## config.mk

```make
export PLATFORM = sky130hd
export DESIGN_NAME = spi_xfer_arbiter
export DESIGN_NICKNAME = d
export VERILOG_FILES = /design/src/rtl/spi_xfer_arbiter.sv
export SDC_FILE = /design/constraint.sdc
export NUM_CORES = 1
export LEC_CHECK = 0
export ABC_AREA = 1
export BUFFER_PORTS_ARGS = -buffer_cell sky130_fd_sc_hd__buf_2
export CELL_PAD_IN_SITES_DETAIL_PLACEMENT = 1
export CELL_PAD_IN_SITES_GLOBAL_PLACEMENT = 2
export CORE_UTILIZATION = 23
export DETAILED_ROUTE_END_ITERATION = 8
export PLACE_DENSITY_LB_ADDON = 0.1
export SYNTH_ARGS = -nofsm -noshare
export SYNTH_HDL_FRONTEND = slang
export SYNTH_SLANG_ARGS = --single-unit
```

## constraint.sdc

```tcl
create_clock -name clk -period 1.9 [get_ports clk]
set_clock_uncertainty 0.15 [all_clocks]
set_input_delay 0.285 -clock clk [delete_from_list [all_inputs] [get_ports clk]]
set_output_delay 0.285 -clock clk [all_outputs]
set_load 0.005 [all_outputs]
```

## src/rtl/spi_xfer_arbiter.sv

```systemverilog
// Round-robin arbiter sharing one SPI controller and its TX/RX FIFOs between requesters.
// A grant covers a whole transaction: chip-select config, TX/RX byte streaming, idle wait.
module spi_xfer_arbiter #(
  parameter int unsigned NUM_REQ = 2,
  parameter int unsigned LEN_W   = 4
) (
  input  logic                       clk,
  input  logic                       rst_n,
  input  logic [NUM_REQ-1:0]         req_i,
  input  logic [NUM_REQ*LEN_W-1:0]   req_len_i,
  input  logic [NUM_REQ*2-1:0]       req_cs_i,
  output logic [NUM_REQ-1:0]         gnt_o,
  output logic [NUM_REQ-1:0]         done_o,
  input  logic [NUM_REQ-1:0]         tx_valid_i,
  output logic [NUM_REQ-1:0]         tx_ready_o,
  input  logic [NUM_REQ*8-1:0]       tx_data_i,
  output logic [NUM_REQ-1:0]         rx_valid_o,
  input  logic [NUM_REQ-1:0]         rx_ready_i,
  output logic [7:0]                 rx_data_o,
  output logic                       tx_fifo_wr_o,
  output logic [7:0]                 tx_fifo_wdata_o,
  input  logic                       tx_fifo_full_i,
  output logic                       rx_fifo_rd_o,
  input  logic [7:0]                 rx_fifo_rdata_i,
  input  logic                       rx_fifo_empty_i,
  input  logic                       spi_busy_i,
  output logic                       cfg_we_o,
  output logic [1:0]                 cfg_cs_id_o,
  output logic [1:0]                 cfg_cs_mode_o
);

  localparam int unsigned PTR_W = (NUM_REQ > 1) ? $clog2(NUM_REQ) : 1;
  localparam int unsigned CNT_W = LEN_W + 1;

  typedef enum logic [2:0] {StIdle, StCfg, StXfer, StFlush, StDone} state_e;

  state_e             r_state, w_state_d;
  logic [PTR_W-1:0]   r_ptr, w_ptr_d;
  logic [PTR_W-1:0]   r_gnt, w_gnt_d;
  logic [LEN_W-1:0]   r_len, w_len_d;
  logic [1:0]         r_cs, w_cs_d;
  logic               r_cfg_arm, w_cfg_arm_d;
  logic [CNT_W-1:0]   r_tx_cnt, w_tx_cnt_d;
  logic [CNT_W-1:0]   r_rx_cnt, w_rx_cnt_d;

  logic               w_req_found;
  logic [PTR_W-1:0]   w_req_idx;
  logic [LEN_W-1:0]   w_req_len;
  logic [1:0]         w_req_cs;
  logic [NUM_REQ-1:0] w_gnt_oh;
  logic               w_tx_valid;
  logic [7:0]         w_tx_data;
  logic               w_rx_ready;
  logic [CNT_W-1:0]   w_len_ext;
  logic               w_tx_ok;
  logic               w_rx_ok;

  assign w_len_ext = {1'b0, r_len};

  // First requester at or after r_ptr, searching upward with wrap-around.
  always_comb begin
    logic [PTR_W:0] sum;
    w_req_found = 1'b0;
    w_req_idx   = '0;
    sum         = '0;
    for (int unsigned i = 0; i < NUM_REQ; i++) begin
      sum = {1'b0, r_ptr} + (PTR_W+1)'(i);
      if (sum >= (PTR_W+1)'(NUM_REQ)) sum = sum - (PTR_W+1)'(NUM_REQ);
      if (!w_req_found && req_i[sum[PTR_W-1:0]]) begin
        w_req_found = 1'b1;
        w_req_idx   = sum[PTR_W-1:0];
      end
    end
  end

  always_comb begin
    w_req_len  = '0;
    w_req_cs   = '0;
    w_tx_valid = 1'b0;
    w_tx_data  = '0;
    w_rx_ready = 1'b0;
    w_gnt_oh   = '0;
    for (int unsigned i = 0; i < NUM_REQ; i++) begin
      if (PTR_W'(i) == w_req_idx) begin
        w_req_len = req_len_i[i*LEN_W +: LEN_W];
        w_req_cs  = req_cs_i[i*2 +: 2];
      end
      if (PTR_W'(i) == r_gnt) begin
        w_tx_valid  = tx_valid_i[i];
        w_tx_data   = tx_data_i[i*8 +: 8];
        w_rx_ready  = rx_ready_i[i];
        w_gnt_oh[i] = (r_state != StIdle);
      end
    end
  end

  assign w_tx_ok = (r_state == StXfer) && !tx_fifo_full_i && (r_tx_cnt <= w_len_ext);
  assign w_rx_ok = (r_state == StXfer) && !rx_fifo_empty_i && (r_rx_cnt <= w_len_ext);

  always_comb begin
    gnt_o           = w_gnt_oh;
    done_o          = (r_state == StDone) ? w_gnt_oh : '0;
    tx_ready_o      = {NUM_REQ{w_tx_ok}} & w_gnt_oh;
    rx_valid_o      = {NUM_REQ{w_rx_ok}} & w_gnt_oh;
    tx_fifo_wr_o    = w_tx_ok && w_tx_valid;
    tx_fifo_wdata_o = (r_state == StXfer) ? w_tx_data : 8'h00;
    rx_fifo_rd_o    = w_rx_ok && w_rx_ready;
    rx_data_o       = (r_state == StXfer) ? rx_fifo_rdata_i : 8'h00;
    // r_cfg_arm keeps the config strobe at least one cycle behind the grant.
    cfg_we_o        = (r_state == StCfg) && r_cfg_arm && !spi_busy_i;
    cfg_cs_id_o     = r_cs;
    cfg_cs_mode_o   = (r_len != '0) ? 2'b10 : 2'b00;
  end

  always_comb begin
    w_state_d   = r_state;
    w_ptr_d     = r_ptr;
    w_gnt_d     = r_gnt;
    w_len_d     = r_len;
    w_cs_d      = r_cs;
    w_cfg_arm_d = r_cfg_arm;
    w_tx_cnt_d  = r_tx_cnt;
    w_rx_cnt_d  = r_rx_cnt;
    case (r_state)
      StIdle: begin
        if (w_req_found) begin
          w_gnt_d     = w_req_idx;
          w_len_d     = w_req_len;
          w_cs_d      = w_req_cs;
          w_cfg_arm_d = 1'b0;
          w_state_d   = StCfg;
        end
      end
      StCfg: begin
        w_tx_cnt_d  = '0;
        w_rx_cnt_d  = '0;
        w_cfg_arm_d = 1'b1;
        if (cfg_we_o) w_state_d = StXfer;
      end
      StXfer: begin
        if (tx_fifo_wr_o) w_tx_cnt_d = r_tx_cnt + 1'b1;
        if (rx_fifo_rd_o) begin
          w_rx_cnt_d = r_rx_cnt + 1'b1;
          if (r_rx_cnt == w_len_ext) w_state_d = StFlush;
        end
      end
      StFlush: begin
        if (!spi_busy_i) w_state_d = StDone;
      end
      StDone: begin
        w_ptr_d   = (r_gnt == PTR_W'(NUM_REQ - 1)) ? '0 : r_gnt + 1'b1;
        w_state_d = StIdle;
      end
      default: w_state_d = StIdle;
    endcase
  end

  always_ff @(posedge clk or negedge rst_n) begin
    if (!rst_n) begin
      r_state   <= StIdle;
      r_ptr     <= '0;
      r_gnt     <= '0;
      r_len     <= '0;
      r_cs      <= '0;
      r_cfg_arm <= 1'b0;
      r_tx_cnt  <= '0;
      r_rx_cnt  <= '0;
    end else begin
      r_state   <= w_state_d;
      r_ptr     <= w_ptr_d;
      r_gnt     <= w_gnt_d;
      r_len     <= w_len_d;
      r_cs      <= w_cs_d;
      r_cfg_arm <= w_cfg_arm_d;
      r_tx_cnt  <= w_tx_cnt_d;
      r_rx_cnt  <= w_rx_cnt_d;
    end
  end

endmodule
```

==> impl_table.tex, run 1 <==
\begin{tabular}{lr}
\hline
Metric & Value \\
\hline
\multicolumn{2}{l}{\textbf{Synthesis}} \\
\quad Fraction of synthesized cell area taken by the top area cell type & 32.54\% \\
\quad Seq/Total Area, Yosys & between 30\% and 40\% \\
\quad Synth top area cells & dfrtp\_1 (33\%), nand2\_1 (16\%), nor2\_1 (8.4\%) \\
\quad Syn nets & about 310 \\
\quad Cell type contributing the most total cell area after synthesis & dfrtp\_1 \\
\quad Number of distinct library cell variants in the gate-level netlist after synthesis & 31 \\
\quad Total number of yosys warnings & 0 \\
\quad Post-synthesis register bit count & 22 \\
\quad Mapped Avg Cell Area & $\sim$6.6 um\^{}2 \\
\quad Syn Inst Count & around 260 \\
\quad Combined area of all synthesized cells & about 0.0017 mm\^{}2 \\
\multicolumn{2}{l}{\textbf{Cells and area}} \\
\quad Post-synthesis to final-layout area growth & 56.29\% \\
\quad Antenna diode count & 0 \\
\quad Final cell utilization of the core & about two fifths \\
\quad Fraction of final layout cells with drive strength greater than 1 & roughly 44\% \\
\quad Number of nets in the layout & between 400 and 500 \\
\multicolumn{2}{l}{\textbf{Critical path}} \\
\quad Setup crit end kind & output pin \\
\quad Data required time at the worst endpoint & 1.46 ns \\
\quad Launch point of the worst reg-to-reg path & r\_len[2] \\
\quad Largest driver fanout on the critical path & 3 \\
\quad Worst reg-to-reg setup slack & about 0.01 ns \\
\quad Depth of the most critical reg-to-reg path & 13 \\
\quad Reg2reg end & r\_tx\_cnt[3] \\
\quad Crit path kind & reg2out \\
\quad Type of element launching the critical path & flip-flop \\
\quad Data arrival time at the worst-slack endpoint & around 1.7 ns \\
\multicolumn{2}{l}{\textbf{STA}} \\
\quad Max-slew violation count & 0 \\
\quad Actual transition at the worst max-transition pin & 0.5723 ns \\
\quad Fin worst setup slack & -0.1963 ns \\
\quad Final period util & 110.3\% \\
\quad Finish-stage setup viols & 7 \\
\quad Count of final hold-check violations & 0 \\
\quad Unrepaired setup endpoints after global routing & true \\
\quad Shortest period the worst path allows & approximately 2.1 ns \\
\quad Slew headroom & just over 60\% \\
\quad Peak clock frequency supported by timing & between 0.4 and 0.5 GHz \\
\multicolumn{2}{l}{\textbf{Floorplan}} \\
\quad Die ar. & around 0.0077 mm\^{}2 \\
\quad Num rows & 30 \\
\quad DIE WIDTH & $\sim$88 um \\
\quad Core Region & $\sim$0.007 mm\^{}2 \\
\quad Die H & between 80 and 90 um \\
\quad I/O pin count & a little under 80 \\
\quad Initial Util & about a quarter \\
\multicolumn{2}{l}{\textbf{Route}} \\
\quad Via count of the routed design & a little under 2000 \\
\quad Routed wirelength normalized by instance count & 13.50 um \\
\quad WL final & a little over 6000 um \\
\quad Number of DRC markers after the initial detailed-route iteration & between 40 and 50 \\
\quad Number of detailed-route iterations in the first pass & 3 \\
\quad Residual DRC count & 0 \\
\quad Via-to-Cell Ratio & 4.322 \\
\quad Number of antenna-violating nets in the routed design & 0 \\
\multicolumn{2}{l}{\textbf{Power}} \\
\quad Worst IR Drop VDD & 0.4414 mV \\
\quad Standby leakage power & 1.428 nW \\
\quad Power, Total & between 3 and 4 mW \\
\quad Power density of the placed cells & about 1300 mW/mm\^{}2 \\
\multicolumn{2}{l}{\textbf{Placed design}} \\
\quad Global placement routability congestion & between 0.7 and 0.8 \\
\quad Total of buffers placed on input and output ports & 76 \\
\quad Worst setup timing slack at the placement stage & -0.002363 ns \\
\quad DP HPWL & about 4700 um \\
\multicolumn{2}{l}{\textbf{Global route}} \\
\quad Vias in the first global route & just under 2000 \\
\quad Overflow left after global routing & 0 \\
\quad First-pass GRT wire length & roughly 9500 um \\
\quad Global router's overall resource usage & 15.95\% \\
\quad Pin count of the biggest net entering global routing & 23 \\
\quad Initial antenna violation count & 0 \\
\multicolumn{2}{l}{\textbf{Worst hold path}} \\
\quad Hold-critical path depth & 3 \\
\quad Worst Hold End & r\_len[0] \\
\quad Hold Path Class & in2reg \\
\quad Start point of the worst hold path & req\_len\_i[0] \\
\multicolumn{2}{l}{\textbf{Clock network}} \\
\quad Number of buffers created by CTS & 3 \\
\quad Clock latency at the later pin of the worst-skew pair & 0.28 ns \\
\quad CTS sink cnt & 22 \\
\quad Clock transition at the register clock pins on the worst setup and hold paths after CTS & approximately 0.11 ns \\
\quad Maximum level of the CTS H-tree & 1 \\
\quad Deepest clock path buffer count & 2 \\
\quad Clock tree from TritonCTS & built \\
\quad Clk root buf & clkbuf\_8 \\
\multicolumn{2}{l}{\textbf{Flow run}} \\
\quad Max-cap violations & 0 \\
\multicolumn{2}{l}{\textbf{Status}} \\
\quad Violations in the final reports & setup timing \\
\quad Status & finished with violations \\
\hline
\end{tabular}
layer usage:
layer | wire length (um) | track usage (%)
met2 | 3200 | 28.89
met5 | 0 | 0
met4 | 34 | 3.130
met3 | 124 | 1.697
met1 | 2718 | 20.44
cell usage after synthesis:
library cell / count
a21oi_1: 10
a31oi_1: 6
and2_4: 1
buf_2: 1
buf_4: 1
buf_6: 1
clkbuf_1: 4
clkbuf_2: 1
conb_1: 1
dfrtp_1: 22
ha_1: 10
inv_1: 36
inv_2: 4
nand2_1: 70
nand2_2: 2
nand2_4: 1
nand3_1: 23
nand3_2: 1
nand3_4: 1
nand3b_1: 1
nand4_1: 2
nor2_1: 38
nor2_2: 2
nor2_4: 1
nor3_1: 2
nor3_4: 1
nor3b_1: 1
o21ai_0: 5
o21ai_1: 3
o22ai_1: 1
xor2_1: 3
sequential cells by signal (all words and copies together), names as in the netlist:
signal	count
cfg_cs_id_o	2
r_rx_cnt	5
r_len	4
r_gnt	1
r_cfg_arm	1
r_state	3
r_ptr	1
r_tx_cnt	5
area by class of cell:
cell class / instances / area [um^2]
Fill cell: 904 / 4300
Multi-Input combinational cell: 186 / 1145
Timing Repair Buffer: 102 / 604.3
Sequential cell: 22 / 550.5
Inverter: 40 / 152.6
Tap cell: 96 / 120.1
Clock buffer: 3 / 41.29
Clock inverter: 1 / 30.03
metrics by stage:
stage               area, um^2  std cells  hold slack, ns   TNS [ns]
finish                    2644        450          0.1050     -1.121
CTS                       2514        447          0.1060     -1.095
floorplan                 1692        256         -0.1606          0
detailed placement        2261        435          0.1758  -0.002363
global placement          2261        435          0.1755          0
global route              2644        450          0.1241     -3.075
layout by cell type, fill, tap and decap left out, types with 3 or more instances in the layout:
master / n
inv_1: 28
nand3_1: 19
nand2_1: 56
o21ai_0: 3
a21oi_1: 9
nor2_2: 4
inv_2: 11
nand2_2: 11
nand2_4: 4
xor2_1: 3
nor2_4: 4
buf_4: 19
nand3_2: 5
clkbuf_8: 3
dfrtp_1: 22
o21ai_1: 5
ha_4: 5
ha_1: 5
nor2_1: 33
buf_2: 76
buf_6: 5
a31oi_1: 6
repair_timing:
item,CTS,global route
buffers inserted,7,3
hold buffers,1,0
endpoints found under the hold margin,22,0
pin swaps,13,15
gates resized for setup,27,31
setup endpoints to repair,22,34
worst max path at each step:
stage | slack [ns] | to | start
after floorplan | 0.18 | tx_fifo_wr_o | r_tx_cnt[2]
after global placement | 0.03 | rx_valid_o[0] | r_len[3]
after detailed placement | -0.002 | rx_valid_o[1] | r_len[3]
after CTS | -0.20 | tx_ready_o[1] | r_len[2]
after global routing | -0.29 | rx_valid_o[1] | r_len[3]
final | -0.20 | rx_valid_o[1] | r_len[3]
critical path, cell delays in order, from the launching register on:
cell and delay, ns:
dfrtp_1 0.40, inv_4 0.07, ha_4 0.26, inv_2 0.04, nor2_4 0.12, nand3_2 0.13
nand2_4 0.12, nand2_4 0.05, nor2_2 0.09, buf_2 0.11
kinds of logic (layout without fill, tap and decap cells):
group           after synthesis  in the layout  synth area share, %
other cells                   1              1               0.2217
xor+xnor                      3              3                1.554
buf+inv                      48            146                11.46
simple gates                147            147                38.91
compound gates               25             25                7.914
flops                        22             22                32.54
fa+ha+maj                    10             10                7.396
power by group:
part | switching (mW) | internal [mW]
registers | 0.154 | 0.619
logic | 1.22 | 0.859
clock network | 0.192 | 0.282
total | 1.57 | 1.76
Note: power is estimated with default switching activity, not from simulation.
==> run 2: changes to the inputs <==
ABC_AREA = not set   (was 1)
CORE_UTILIZATION = 25   (was 23)
PLACE_DENSITY = 0.87   (was not set)
PLACE_DENSITY_LB_ADDON = not set   (was 0.1)
clock period = 2.1 ns   (was 1.9 ns; I/O delays follow)
==> impl_table.tex, run 2 <==
\begin{tabular}{lr}
\hline
Metric & Value \\
\hline
\multicolumn{2}{l}{\textbf{Status}} \\
\quad Status & finished with violations \\
\quad Violations in the final reports & setup timing \\
\multicolumn{2}{l}{\textbf{Synthesis}} \\
\quad Combined area of all synthesized cells & between 0.0015 and 0.002 mm\^{}2 \\
\quad Cell type contributing the most total cell area after synthesis & dfrtp\_1 \\
\quad Most instantiated cells after synthesis & dfrtp\_1 (22), nor2\_1 (22), o21ai\_0 (17) \\
\quad Number of distinct library cell variants in the gate-level netlist after synthesis & 37 \\
\quad Syn Inst Count & about 190 \\
\quad Syn nets & 244 \\
\quad Synth top area cells & dfrtp\_1 (34\%), mux2i\_1 (9.9\%), ha\_1 (7.7\%) \\
\quad Post-synthesis register bit count & 22 \\
\quad Seq/Total Area, Yosys & 33.95\% \\
\quad Fraction of synthesized cell area taken by the top area cell type & between 30\% and 40\% \\
\quad Total number of yosys warnings & 0 \\
\quad Number of synthesized flops with an enable pin & 0 \\
\quad Proportion of synthesized flip-flops having asynchronous set or reset & 100.0\% \\
\quad Most instantiated flip-flop cell in the synthesis netlist & dfrtp\_1 \\
\quad Mapped Avg Cell Area & 8.671 um\^{}2 \\
\multicolumn{2}{l}{\textbf{Route}} \\
\quad Via-to-Cell Ratio & roughly 4.9 \\
\quad Routed wirelength normalized by instance count & 14.98 um \\
\quad WL final & between 5000 and 6000 um \\
\quad Residual DRC count & 0 \\
\quad Number of antenna-violating nets in the routed design & 0 \\
\quad Number of detailed-route iterations in the first pass & 4 \\
\quad Number of DRC markers after the initial detailed-route iteration & 78 \\
\quad Via count of the routed design & around 1800 \\
\multicolumn{2}{l}{\textbf{Floorplan}} \\
\quad Num rows & 28 \\
\quad Die H & 82.54 um \\
\quad Die ar. & a little under 0.007 mm\^{}2 \\
\quad I/O pin count & 78 \\
\quad Core Region & around 0.0061 mm\^{}2 \\
\quad DIE WIDTH & roughly 83 um \\
\quad Initial Util & around a quarter \\
\multicolumn{2}{l}{\textbf{STA}} \\
\quad Count of final hold-check violations & 0 \\
\quad Slew headroom & between 60\% and 70\% \\
\quad Max-slew violation count & 0 \\
\quad Unrepaired setup endpoints after global routing & true \\
\quad Actual transition at the worst max-transition pin & 0.5295 ns \\
\quad Final period util & 110.2\% \\
\quad Shortest period the worst path allows & between 2 and 2.5 ns \\
\quad Finish-stage setup viols & 10 \\
\quad Peak clock frequency supported by timing & around 0.43 GHz \\
\quad Fin worst setup slack & -0.2151 ns \\
\quad Final-layout worst hold slack & around 0.17 ns \\
\multicolumn{2}{l}{\textbf{Clock network}} \\
\quad Number of buffers created by CTS & 3 \\
\quad Maximum level of the CTS H-tree & 1 \\
\quad Deepest clock path buffer count & 2 \\
\quad Clock latency at the later pin of the worst-skew pair & around 0.27 ns \\
\quad Clock transition at the register clock pins on the worst setup and hold paths after CTS & about 0.090 ns \\
\quad CTS sink cnt & 22 \\
\quad Clk root buf & clkbuf\_8 \\
\quad Clock tree from TritonCTS & built \\
\multicolumn{2}{l}{\textbf{Cells and area}} \\
\quad Most frequent standard cell in the layout excluding fill and tap cells & buf\_2 \\
\quad Number of nets in the layout & 352 \\
\quad Design area & roughly 0.0027 mm\^{}2 \\
\quad Antenna diode count & 0 \\
\quad Fraction of final layout cells with drive strength greater than 1 & between 50\% and 60\% \\
\quad Post-synthesis to final-layout area growth & 65.74\% \\
\quad Cell Count, Final, Fillers Out & around 370 \\
\quad Commonest cells after routing, fill and taps aside & buf\_2 (75), buf\_4 (30), dfrtp\_1 (22), nor2\_1 (21), mux2i\_1 (16) \\
\quad Largest registers & r\_rx\_cnt (5), r\_tx\_cnt (5), r\_len (4) \\
\multicolumn{2}{l}{\textbf{Critical path}} \\
\quad Crit path kind & reg2out \\
\quad Max stage delay on crit path & 0.44 ns \\
\quad Data arrival time at the worst-slack endpoint & approximately 1.9 ns \\
\quad Setup crit end kind & output pin \\
\quad Type of element launching the critical path & flip-flop \\
\quad Data required time at the worst endpoint & 1.63 ns \\
\quad Largest driver fanout on the critical path & 5 \\
\quad Cell Chain, Critical Path & ha\_4 -> nand3\_4 -> o221a\_4 -> o21ai\_4 -> inv\_1 -> buf\_2 \\
\quad Crit-path slowest cell & dfrtp\_1 \\
\multicolumn{2}{l}{\textbf{Placed design}} \\
\quad Total placed instance area & about 0.0023 mm\^{}2 \\
\quad Total of buffers placed on input and output ports & 76 \\
\quad Global placement routability congestion & about 0.85 \\
\quad DP HPWL & 4016 um \\
\quad Cell Count Post-Placement & $\sim$360 \\
\multicolumn{2}{l}{\textbf{Global route}} \\
\quad Pin count of the biggest net entering global routing & 23 \\
\quad Initial antenna violation count & 0 \\
\quad Vias in the first global route & approximately 1700 \\
\quad First-pass GRT wire length & just under 8000 um \\
\quad Global router's overall resource usage & around 15\% \\
\quad Overflow left after global routing & 0 \\
\multicolumn{2}{l}{\textbf{Power}} \\
\quad Standby leakage power & between 1 and 1.5 nW \\
\quad Power, Total & about 3.1 mW \\
\quad Power density of the placed cells & 1162 mW/mm\^{}2 \\
\quad Worst IR Drop VDD & about 0.44 mV \\
\multicolumn{2}{l}{\textbf{Flow run}} \\
\quad Max-cap violations & 0 \\
\multicolumn{2}{l}{\textbf{Worst hold path}} \\
\quad Hold Path Class & in2reg \\
\hline
\end{tabular}
-- run 2: per-stage QoR --
stage	setup TNS (ns)	setup WS, ns	util (%)
6_report	-1.349	-0.2151	44.09
3_5_place_dp	-0.6050	-0.2073	37.03
3_3_place_gp	-0.2270	-0.1423	37.03
4_1_cts	-0.9792	-0.1659	41.73
2_1_floorplan	0	0.1020	-
5_1_grt	-2.069	-0.2725	44.09
-- run 2: cell type report --
cell class	instances	area [um^2]
clock inverters	1	30.03
multi-input cells	140	1219
fillers	750	3408
repair buffers	114	700.7
well taps	75	93.84
flip-flops and latches	22	550.5
inverters	14	52.55
clock buffers	3	41.29
-- run 2: kinds of logic (layout without fill, tap and decap cells) --
family,Yosys count,after routing,synth area share [%]
AOI/OAI and AO/OA,37,37,16.13
other,1,1,0.2313
and+or+nand+nor,75,75,23.92
adders and majority gates,10,10,7.716
DFF,22,22,33.95
muxes,16,16,9.876
buffers and inverters,25,132,7.638
xor gates and xnor gates,1,1,0.5402
-- run 2: per-layer routing --
metal | part of all wire [%] | GRT usage, % | wire length (um)
met1 | 40 | 17.19 | 2219
met2 | 53 | 29.17 | 2913
met3 | 6.4 | 2.418 | 351
met4 | 0.76 | 3.621 | 42
met5 | 0 | 0 | 0
-- run 2: final timing paths --
kind	from	end	slack (ns)	cells after the start
hold / removal	req_cs_i[3]	cfg_cs_id_o[1]	0.17	3
setup / recovery	r_rx_cnt[3]	rx_fifo_rd_o	-0.22	6
hold reg to reg	cfg_cs_id_o[0]	cfg_cs_id_o[0]	0.34	2
max in group asynchronous	rst_n	r_tx_cnt[0]	1.04	2
setup reg to reg	r_rx_cnt[3]	r_rx_cnt[2]	-0.10	8
min in group asynchronous	rst_n	cfg_cs_id_o[0]	0.39	2
-- run 2: report_power, final --
part,switching [mW],total (mW),internal [mW]
Combinational,1.04,2.07,1.02
Sequential,0.0919,0.645,0.553
Clock,0.158,0.413,0.255
Total,1.29,3.12,1.83
-- run 2: what timing repair did --
action	4_1_cts	5_1_grt
pin swaps	12	20
hold buffers	1	0
endpoints found under the setup margin	14	15
endpoints found under the hold margin	22	0
setup buffers	6	0
resized for setup	30	29
-- run 2: worst max-delay path: cells and delay by family (launching register included) --
family | cells | cell delay (ns)
buf+inv | 2 | 0.19
fa+ha+maj | 1 | 0.31
simple gates | 1 | 0.09
flops | 1 | 0.44
compound gates | 2 | 0.55
==> run 3: changes to the inputs <==
ABC_AREA = 1   (was not set)
CORE_UTILIZATION = 23   (was 25)
PLACE_DENSITY = 0.86   (was 0.87)
==> impl_table.tex, run 3 (synthesized netlist as in run 1, its figures left out) <==
\begin{tabular}{lr}
\hline
Metric & Value \\
\hline
\multicolumn{2}{l}{\textbf{Power}} \\
\quad Int Power & between 1 and 1.5 mW \\
\quad Reported net switching power & roughly 1.3 mW \\
\quad Seq pwr share & roughly 25\% \\
\quad Switching fraction of total power & between 40\% and 50\% \\
\quad Part of the total power dissipated in combinational logic & between 50\% and 60\% \\
\quad Power, Total & around 2.7 mW \\
\quad Power density of the placed cells & around 1100 mW/mm\^{}2 \\
\quad Standby leakage power & $\sim$1.4 nW \\
\quad Worst IR Drop VDD & about 0.50 mV \\
\quad Clock share of power & roughly 15\% \\
\multicolumn{2}{l}{\textbf{Placed design}} \\
\quad DP HPWL & between 4000 and 5000 um \\
\quad Total of buffers placed on input and output ports & 76 \\
\quad Global placement routability congestion & slightly above 0.8 \\
\quad Cell Count Post-Placement & 425 \\
\multicolumn{2}{l}{\textbf{Cells and area}} \\
\quad Most frequent standard cell in the layout excluding fill and tap cells & buf\_2 \\
\quad Commonest cells after routing, fill and taps aside & buf\_2 (75), nand2\_1 (61), nor2\_1 (36), inv\_1 (27), dfrtp\_1 (21) \\
\quad Fill cell total of the finished layout & roughly 900 \\
\quad Post-synthesis to final-layout area growth & 44.23\% \\
\quad Number of nets in the layout & approximately 400 \\
\quad Cell Count, Final, Fillers Out & between 400 and 500 \\
\quad Largest registers & r\_rx\_cnt (5), r\_tx\_cnt (5), r\_len (4) \\
\quad Fraction of final layout cells with drive strength greater than 1 & between 30\% and 40\% \\
\quad Antenna diode count & 0 \\
\multicolumn{2}{l}{\textbf{Floorplan}} \\
\quad Num rows & 30 \\
\quad Die H & roughly 90 um \\
\quad I/O pin count & just under 80 \\
\quad Core Region & 0.006944 mm\^{}2 \\
\quad DIE WIDTH & 87.76 um \\
\quad Initial Util & 24.36\% \\
\quad Die ar. & between 0.007 and 0.008 mm\^{}2 \\
\multicolumn{2}{l}{\textbf{Critical path}} \\
\quad Largest driver fanout on the critical path & 3 \\
\quad Data required time at the worst endpoint & 1.63 ns \\
\quad Crit path kind & reg2out \\
\quad Type of element launching the critical path & flip-flop \\
\quad Setup crit end kind & output pin \\
\quad Data arrival time at the worst-slack endpoint & 1.67 ns \\
\multicolumn{2}{l}{\textbf{STA}} \\
\quad Final sum of negative setup slack & -0.09191 ns \\
\quad Actual transition at the worst max-transition pin & $\sim$0.55 ns \\
\quad Peak clock frequency supported by timing & $\sim$0.47 GHz \\
\quad Finish-stage setup viols & 4 \\
\quad Final period util & 101.9\% \\
\quad Fin worst setup slack & -0.03971 ns \\
\quad Max-slew violation count & 0 \\
\quad Shortest period the worst path allows & around 2.1 ns \\
\quad Slew headroom & 63.52\% \\
\quad Unrepaired setup endpoints after global routing & true \\
\quad Count of final hold-check violations & 0 \\
\multicolumn{2}{l}{\textbf{Clock network}} \\
\quad Clk root buf & clkbuf\_8 \\
\quad Number of buffers created by CTS & 3 \\
\quad Clock tree from TritonCTS & built \\
\quad Clock latency at the later pin of the worst-skew pair & 0.27 ns \\
\quad CTS sink cnt & 22 \\
\quad Clock transition at the register clock pins on the worst setup and hold paths after CTS & approximately 0.090 ns \\
\quad Maximum level of the CTS H-tree & 1 \\
\quad Deepest clock path buffer count & 2 \\
\multicolumn{2}{l}{\textbf{Route}} \\
\quad Via count of the routed design & between 1500 and 2000 \\
\quad Via-to-Cell Ratio & 4.295 \\
\quad Number of DRC markers after the initial detailed-route iteration & 33 \\
\quad Number of detailed-route iterations in the first pass & 4 \\
\quad WL final & $\sim$5800 um \\
\quad Number of antenna-violating nets in the routed design & 0 \\
\quad Routed wirelength normalized by instance count & between 10 and 15 um \\
\quad Residual DRC count & 0 \\
\multicolumn{2}{l}{\textbf{Global route}} \\
\quad Overflow left after global routing & 0 \\
\quad Pin count of the biggest net entering global routing & 23 \\
\quad First-pass GRT wire length & approximately 9000 um \\
\quad Vias in the first global route & 1831 \\
\quad Global router's overall resource usage & approximately 15\% \\
\quad Initial antenna violation count & 0 \\
\multicolumn{2}{l}{\textbf{Status}} \\
\quad Status & finished with violations \\
\quad Violations in the final reports & setup timing \\
\multicolumn{2}{l}{\textbf{Flow run}} \\
\quad Max-cap violations & 0 \\
\multicolumn{2}{l}{\textbf{Worst hold path}} \\
\quad Hold Path Class & in2reg \\
\hline
\end{tabular}
[run 3: changes by cell type in the layout (fill, tap and decap cells not counted), moves of 10 or more]
cell,delta
buf_4,-18
inv_1,+17
mux2i_1,-16
nand2_1,+46
nand2_2,+10
nand3_1,+14
nor2_1,+15
[run 3: layout make-up]
class / instances / area, um^2 / area share, %
Clock buffer: 3 / 41.29 / 1.692
Timing Repair Buffer: 89 / 486.7 / 19.95
Sequential cell: 22 / 551.8 / 22.62
Inverter: 40 / 150.1 / 6.154
Tap cell: 96 / 120.1 / 4.923
Clock inverter: 1 / 30.03 / 1.231
Multi-Input combinational cell: 186 / 1060 / 43.44
[run 3: per-layer routing]
metal  up-vias  track usage (%)  share of wire (%)
li1        971                -                  -
met1       875            19.66                 46
met2        29            26.36                 51
met3         2            2.545                2.6
met4         0            2.385               0.33
met5         -                0                  0
[run 3: repair_timing]
action / in CTS / in global routing
endpoints found under the hold margin: 22 / 0
setup endpoints to repair: 6 / 10
pin swaps: 3 / 11
resized for setup: 15 / 19
hold buffers: 1 / 0
setup buffers: 6 / 1
[run 3: critical path, stage by stage (launching register included)]
cell     delay [ns]
dfrtp_1        0.39
inv_2          0.12
ha_4           0.23
nand2_4        0.06
inv_2          0.03
o21ai_1        0.11
nand3_1        0.11
nand2_2        0.09
nand2_2        0.06
nor2_1         0.08
buf_2          0.12
[run 3: final timing paths]
check	start	end	slack, ns	cells past startpoint
min reg2reg	cfg_cs_id_o[0]	cfg_cs_id_o[0]	0.40	2
max reg2reg	r_rx_cnt[3]	r_state[1]	0.20	11
max in group asynchronous	rst_n	r_rx_cnt[2]	1.00	2
min	req_cs_i[0]	cfg_cs_id_o[0]	0.14	3
min in group asynchronous	rst_n	r_len[0]	0.41	2
max	r_len[2]	tx_ready_o[1]	-0.04	10
[run 3: power groups by stage]
stage	Clock, mW	Combinational [mW]	Sequential, mW
2_1_floorplan	0	0.957	0.662
3_3_place_gp	0	1.41	0.683
3_5_place_dp	0	1.44	0.691
4_1_cts	0.425	1.56	0.685
5_1_grt	0.433	1.84	0.712
6_report	0.412	1.62	0.692
[run 3: stage by stage]
stage	util (%)	hold slack, ns	instance area, um^2	worst slack (ns)
floorplan	-	-0.1306	1692	0.3529
global placement	31.48	0.1839	2186	0.2146
detailed placement	31.48	0.1805	2186	0.1521
CTS	34.27	0.1366	2380	-0.04090
global route	35.14	0.1579	2440	-0.1146
finish	35.14	0.1388	2440	-0.03971
